<file path="src/rtl/aes_round_sequencer_if.sv">
// Request/response handshake plus key-schedule and round-datapath control strobes.
// Latency: none, wires only.
// Backpressure: req_valid/req_ready on the request side, rsp_valid/rsp_ready on the result side.
interface aes_round_sequencer_if #(
   parameter int IDX_W = 4,
   parameter int CNT_W = 16
);
   logic             req_valid;
   logic             req_ready;
   logic             req_decrypt;
   logic             req_new_key;
   logic             rsp_valid;
   logic             rsp_ready;
   logic             ks_load;
   logic             ks_step;
   logic [IDX_W-1:0] ks_idx;
   logic             dp_load;
   logic             dp_round_en;
   logic             dp_final;
   logic             dp_decrypt;
   logic [IDX_W-1:0] dp_idx;
   logic             busy;
   logic [CNT_W-1:0] op_count;

   // Requester / consumer / datapath side
   modport master (
      output req_valid, req_decrypt, req_new_key, rsp_ready,
      input  req_ready, rsp_valid, ks_load, ks_step, ks_idx,
             dp_load, dp_round_en, dp_final, dp_decrypt, dp_idx, busy, op_count
   );

   // Sequencer side
   modport slave (
      input  req_valid, req_decrypt, req_new_key, rsp_ready,
      output req_ready, rsp_valid, ks_load, ks_step, ks_idx,
             dp_load, dp_round_en, dp_final, dp_decrypt, dp_idx, busy, op_count
   );
endinterface

</file>
<file path="src/rtl/aes_round_sequencer.sv">
// Control sequencer for an iterative AES round datapath and its round-key store.
// Latency: accept to rsp_valid is NUM_ROUNDS+2 cycles, plus NUM_ROUNDS+1 when the key is expanded.
// Backpressure: one operation in flight; result held in DONE until rsp_ready, req_ready only in IDLE.
module aes_round_sequencer #(
   parameter int NUM_ROUNDS = 10,
   parameter int IDX_W      = 4,
   parameter int CNT_W      = 16
) (
   input logic                   clock,
   input logic                   reset,
   aes_round_sequencer_if.slave  bus
);

   typedef enum logic [2:0] {IDLE, KEYEXP, LOAD, ROUND, FINAL, DONE} state_t;

   localparam logic [IDX_W-1:0] LAST_IDX = IDX_W'(NUM_ROUNDS);
   localparam logic [IDX_W-1:0] LAST_MID = IDX_W'(NUM_ROUNDS - 1);
   localparam logic [IDX_W-1:0] ONE_IDX  = IDX_W'(1);

   state_t           state_q, state_d;
   logic [IDX_W-1:0] cnt_q, cnt_d;
   logic             dec_q, dec_d;
   logic             key_valid_q, key_valid_d;
   logic [CNT_W-1:0] op_count_q, op_count_d;

   logic             req_ready;
   logic             rsp_valid;
   logic             ks_load;
   logic             ks_step;
   logic [IDX_W-1:0] ks_idx;
   logic             dp_load;
   logic             dp_round_en;
   logic             dp_final;
   logic [IDX_W-1:0] dp_idx;

   // State, step counter, latched mode, key-valid flag and completion counter.
   always_ff @(posedge clock or posedge reset) begin
      if (reset) begin
         state_q     <= IDLE;
         cnt_q       <= '0;
         dec_q       <= 1'b0;
         key_valid_q <= 1'b0;
         op_count_q  <= '0;
      end else begin
         state_q     <= state_d;
         cnt_q       <= cnt_d;
         dec_q       <= dec_d;
         key_valid_q <= key_valid_d;
         op_count_q  <= op_count_d;
      end
   end

   // Next-state and strobe decode; indices read 0 whenever their strobe is idle.
   always_comb begin
      state_d     = state_q;
      cnt_d       = cnt_q;
      dec_d       = dec_q;
      key_valid_d = key_valid_q;
      op_count_d  = op_count_q;
      req_ready   = 1'b0;
      rsp_valid   = 1'b0;
      ks_load     = 1'b0;
      ks_step     = 1'b0;
      ks_idx      = '0;
      dp_load     = 1'b0;
      dp_round_en = 1'b0;
      dp_final    = 1'b0;
      dp_idx      = '0;
      case (state_q)
         IDLE: begin
            req_ready = !reset;
            if (bus.req_valid) begin
               dec_d   = bus.req_decrypt;
               cnt_d   = '0;
               state_d = (bus.req_new_key || !key_valid_q) ? KEYEXP : LOAD;
            end
         end
         KEYEXP: begin
            ks_idx = cnt_q;
            if (cnt_q == '0) ks_load = 1'b1;
            else             ks_step = 1'b1;
            if (cnt_q == LAST_IDX) begin
               key_valid_d = 1'b1;
               cnt_d       = '0;
               state_d     = LOAD;
            end else begin
               cnt_d = cnt_q + ONE_IDX;
            end
         end
         LOAD: begin
            dp_load = 1'b1;
            dp_idx  = dec_q ? LAST_IDX : '0;
            cnt_d   = ONE_IDX;
            state_d = ROUND;
         end
         ROUND: begin
            // cnt_q walks 1..NUM_ROUNDS-1; decrypt mirrors it to walk the keys downwards.
            dp_round_en = 1'b1;
            dp_idx      = dec_q ? (LAST_IDX - cnt_q) : cnt_q;
            if (cnt_q == LAST_MID) state_d = FINAL;
            else                   cnt_d   = cnt_q + ONE_IDX;
         end
         FINAL: begin
            dp_final = 1'b1;
            dp_idx   = dec_q ? '0 : LAST_IDX;
            cnt_d    = '0;
            state_d  = DONE;
         end
         DONE: begin
            rsp_valid = 1'b1;
            if (bus.rsp_ready) begin
               op_count_d = op_count_q + CNT_W'(1);
               state_d    = IDLE;
            end
         end
         default: state_d = IDLE;
      endcase
   end

   assign bus.req_ready   = req_ready;
   assign bus.rsp_valid   = rsp_valid;
   assign bus.ks_load     = ks_load;
   assign bus.ks_step     = ks_step;
   assign bus.ks_idx      = ks_idx;
   assign bus.dp_load     = dp_load;
   assign bus.dp_round_en = dp_round_en;
   assign bus.dp_final    = dp_final;
   assign bus.dp_idx      = dp_idx;
   assign bus.dp_decrypt  = dec_q;
   assign bus.busy        = (state_q != IDLE);
   assign bus.op_count    = op_count_q;

endmodule
</file>
<file path="src/flat_wrapper.sv">
// flat-port wrapper written by rule: the top's interface ports become plain ports
module aes_round_sequencer_flat 
#(
   parameter int NUM_ROUNDS = 10,
   parameter int IDX_W      = 4,
   parameter int CNT_W      = 16
)
  (clock, reset, bus_req_valid, bus_req_decrypt, bus_req_new_key, bus_rsp_ready, bus_req_ready, bus_rsp_valid, bus_ks_load, bus_ks_step, bus_ks_idx, bus_dp_load, bus_dp_round_en, bus_dp_final, bus_dp_decrypt, bus_dp_idx, bus_busy, bus_op_count);
  aes_round_sequencer_if #(.IDX_W(IDX_W), .CNT_W(CNT_W)) bus_i ();
  input logic clock;
  input logic reset;
  input wire logic [$bits(bus_i.req_valid)-1:0] bus_req_valid;
  input wire logic [$bits(bus_i.req_decrypt)-1:0] bus_req_decrypt;
  input wire logic [$bits(bus_i.req_new_key)-1:0] bus_req_new_key;
  input wire logic [$bits(bus_i.rsp_ready)-1:0] bus_rsp_ready;
  output wire logic [$bits(bus_i.req_ready)-1:0] bus_req_ready;
  output wire logic [$bits(bus_i.rsp_valid)-1:0] bus_rsp_valid;
  output wire logic [$bits(bus_i.ks_load)-1:0] bus_ks_load;
  output wire logic [$bits(bus_i.ks_step)-1:0] bus_ks_step;
  output wire logic [$bits(bus_i.ks_idx)-1:0] bus_ks_idx;
  output wire logic [$bits(bus_i.dp_load)-1:0] bus_dp_load;
  output wire logic [$bits(bus_i.dp_round_en)-1:0] bus_dp_round_en;
  output wire logic [$bits(bus_i.dp_final)-1:0] bus_dp_final;
  output wire logic [$bits(bus_i.dp_decrypt)-1:0] bus_dp_decrypt;
  output wire logic [$bits(bus_i.dp_idx)-1:0] bus_dp_idx;
  output wire logic [$bits(bus_i.busy)-1:0] bus_busy;
  output wire logic [$bits(bus_i.op_count)-1:0] bus_op_count;
  assign bus_i.req_valid = bus_req_valid;
  assign bus_i.req_decrypt = bus_req_decrypt;
  assign bus_i.req_new_key = bus_req_new_key;
  assign bus_i.rsp_ready = bus_rsp_ready;
  assign bus_req_ready = bus_i.req_ready;
  assign bus_rsp_valid = bus_i.rsp_valid;
  assign bus_ks_load = bus_i.ks_load;
  assign bus_ks_step = bus_i.ks_step;
  assign bus_ks_idx = bus_i.ks_idx;
  assign bus_dp_load = bus_i.dp_load;
  assign bus_dp_round_en = bus_i.dp_round_en;
  assign bus_dp_final = bus_i.dp_final;
  assign bus_dp_decrypt = bus_i.dp_decrypt;
  assign bus_dp_idx = bus_i.dp_idx;
  assign bus_busy = bus_i.busy;
  assign bus_op_count = bus_i.op_count;
  aes_round_sequencer #(.NUM_ROUNDS(NUM_ROUNDS), .IDX_W(IDX_W), .CNT_W(CNT_W)) u_core (.clock(clock), .reset(reset), .bus(bus_i));
endmodule
</file>
<file path="config.mk">
export PLATFORM = sky130hd
export DESIGN_NAME = aes_round_sequencer_flat
export DESIGN_NICKNAME = d
export VERILOG_FILES = /design/src/rtl/aes_round_sequencer_if.sv /design/src/rtl/aes_round_sequencer.sv /design/src/flat_wrapper.sv
export SDC_FILE = /design/constraint.sdc
export NUM_CORES = 1
export LEC_CHECK = 0
export BUFFER_PORTS_ARGS = -buffer_cell sky130_fd_sc_hd__buf_2
export CORE_UTILIZATION = 35
export CTS_CLUSTER_DIAMETER = 80
export DETAILED_ROUTE_END_ITERATION = 8
export MAX_ROUTING_LAYER = met4
export SYNTH_ARGS = -nofsm -noshare
export SYNTH_HDL_FRONTEND = slang
export SYNTH_SLANG_ARGS = --single-unit
</file>
<file path="constraint.sdc">
create_clock -name clock -period 3.2 [get_ports clock]
set_input_delay 0.64 -clock clock [delete_from_list [all_inputs] [get_ports clock]]
set_output_delay 0.64 -clock clock [all_outputs]
set_load 0.01 [all_outputs]
</file>
==> out/metrics.yaml <==
status: "finished, final reports clean"
rsz0062_at_grt: "no"
ys_ff_latch: 25
vias_per_cell: 5.084
finalHoldViolCount: 0
clkSinkCount: 25
cts-hold-fix-buffers: 0
slew_headroom: 0.3540
firstDrtPassIters: 4
use_met2: 0.2353
cap_violations: 0
regArea_um2: 625.6
syn_nets: 162
antenna_found_initial: 0
cts-resized-gates: 0
synth-main-ff-cell: "dfrtp_1"
drc: 0
slew_violations: 0
die_width_um: 68.10
portBuffers: 38
async_reset_ff_frac: 1.000
first_iter_violations: 75
fin_crit_sh: 0.7593
powerDensity_nw_per_um2: 683.2
synth_mux_area_frac: 0.02782
post_cts_buffers: 0
drive_above_1_share: 0.3048
tightest_slew_ns: 0.9679
nets: 199
clk_path_buf_depth: 2
fin_crit_ns: 2.430
grt.busiest_layer: "met2"
fmax_ghz: 0.4115
die_area_um2: 4637
synthToLayoutAreaGrowth_pct: 16.69
grt_pass1_wl_mm: 5.147
clock_latency_ns: 0.28
min_path_type: "flip-flop to flip-flop"
grt_pass1_vias: 1165
multiInputGateArea_um2: 827.0
avgSynthCellArea_um2: 10.13
setup_viol_count_final: 0
tns_ns: 0
worstSetupStartpointType: "flip-flop"
ys_types: 48
synth_xor_area_frac: 0.09738
placed_area_um2: 1735
overflow: 0
wirelength_mm: 3.195
coreArea_um2: 4086
yosys_warnings: 0
netlist_area_um2: 1529
yosysSeqAreaShare: 0.4092
worst-setup-path-type: "flip-flop to primary output"
cp.required_ns: 2.56
die_h_um: 68.10
fill_cells: 406
num_vias: 1205
ioPinCount: 39
wl_per_cell_um: 13.48
clk_pin_slew_ns: 0.10
place_congestion: 0.9095
cts_root_buf: "clkbuf_8"
final_cell_area_um2: 1784
ir_drop_mv: 0.4630
ant_nets: 0
synth_compound_area_frac: 0.09902
initial_core_util: 0.3742
synthSimpleGateAreaFrac: 0.2758
n_antenna_cell: 0
grt_use_met1: 0.1850
place_hpwl_mm: 2.373
syn-instance-count: 151
fin_skew_ns: 0.001437
grtUsageMet3: 0.04667
cts_buffers: 3
endpoint_kind: "primary output"
synth_top_family_by_area: "simple AND/OR/NAND/NOR gates"
cellLeakagePower_nw: 0.9175
cp_max_fo: 21
synth_adder_area_share: 0.04092
std_cell_rows: 23
grt_usage: 0.1529
synth-edff-count: 0
htreeDepth: 1
grt_max_degree: 26
cts_tree: "built"
crit_arrival_ns: 1.79
Yosys cell counts (2+ instances only):
cell type	instances	area, um^2
o21ai_0	3	15.01
clkbuf_1	2	7.510
a21o_1	2	15.01
xnor2_1	13	113.9
nand3_1	5	25.02
buf_6	3	33.78
and4_1	2	17.52
nand3b_1	3	22.52
and2_1	4	25.02
nor2_1	14	52.55
mux2_2	2	22.52
ha_1	5	62.56
and3_1	2	12.51
a21oi_1	3	15.01
xor2_1	4	35.03
mux2i_1	2	20.02
nand4_1	4	25.02
nor3b_1	3	22.52
nand2_1	16	60.06
inv_1	7	26.28
dfrtp_1	25	625.6
layout by cell type, fill, tap and decap left out, drive strengths merged, types with 2 or more instances in the layout:
| cell type | n |
|---|---|
| a21o | 2 |
| a21oi | 3 |
| and2 | 5 |
| and3 | 2 |
| and4 | 2 |
| buf | 38 |
| clkbuf | 3 |
| dfrtp | 25 |
| ha | 5 |
| inv | 8 |
| mux2 | 2 |
| mux2i | 2 |
| nand2 | 16 |
| nand3 | 6 |
| nand3b | 3 |
| nand4 | 4 |
| nor2 | 14 |
| nor3 | 2 |
| nor3b | 4 |
| nor4 | 3 |
| o21ai | 3 |
| xnor2 | 13 |
| xor2 | 4 |
routing by layer:
layer	vias to the layer above	part of all wire	wire, um
met5	-	0	0
met4	0	0.013	42
met3	6	0.064	203
met2	45	0.48	1524
met1	558	0.45	1424
li1	596	-	-
cell families (layout without fill, tap and decap cells):
kind of cell / count (synthesis) / after routing
buf+inv: 14 / 50
compound gates: 19 / 19
mux: 4 / 4
simple gates: 67 / 67
flops: 25 / 25
xor+xnor: 17 / 17
fa+ha+maj: 5 / 5
state kept, by name, summed over array words and instances, names as in the netlist:
name and count:
u_core.cnt_q 4, u_core.bus.op_count 16, u_core.bus.dp_decrypt 1, u_core.key_valid_q 1, u_core.state_q 3
final timing paths:
kind / from / endpoint / slack (ns) / cells after the start
worst max-delay path: u_core.state_q[0] / bus_ks_load / 0.77 / 3
worst min-delay path: u_core.bus.op_count[15] / u_core.bus.op_count[15] / 0.48 / 1
min in group asynchronous: reset / u_core.bus.op_count[0] / 0.58 / 2
max in group asynchronous: reset / u_core.bus.op_count[7] / 2.03 / 2
worst min register to register: u_core.bus.op_count[15] / u_core.bus.op_count[15] / 0.48 / 1
worst max register to register: u_core.cnt_q[1] / u_core.cnt_q[2] / 1.32 / 6
critical path, cell delays in order (launching register included):
cell and delay [ns]:
dfrtp_1 0.76, nor3b_2 0.42, and3_1 0.21, buf_2 0.12
stage by stage:
step / power (mW) / hold WS (ns) / cells / worst slack (ns) / util
floorplan: 0.8712 / 0.4670 / 151 / 1.105 / -
global placement: 1.005 / 0.4548 / 233 / 1.149 / 0.4247
detailed placement: 1.017 / 0.4672 / 233 / 1.090 / 0.4247
CTS: 1.220 / 0.4853 / 237 / 0.7835 / 0.4366
global route: 1.299 / 0.5140 / 237 / 0.6195 / 0.4366
finish: 1.219 / 0.4768 / 237 / 0.7702 / 0.4366
layout make-up:
| class | count | share of cell area |
|---|---|---|
| Clock buffer | 3 | 0.02314 |
| Timing Repair Buffer | 38 | 0.1066 |
| Inverter | 8 | 0.01683 |
| Clock inverter | 1 | 0.004208 |
| Tap cell | 50 | 0.03506 |
| Multi-Input combinational cell | 112 | 0.4635 |
| Sequential cell | 25 | 0.3506 |
where the power goes:
part / internal (mW) / switching, mW / leakage, nW / total (mW)
sequential: 0.365 / 0.122 / 0.331 / 0.487
combinational: 0.251 / 0.279 / 0.565 / 0.530
clock: 0.0886 / 0.113 / 0.0217 / 0.202
No activity file was read; power rests on OpenSTA's default activity.
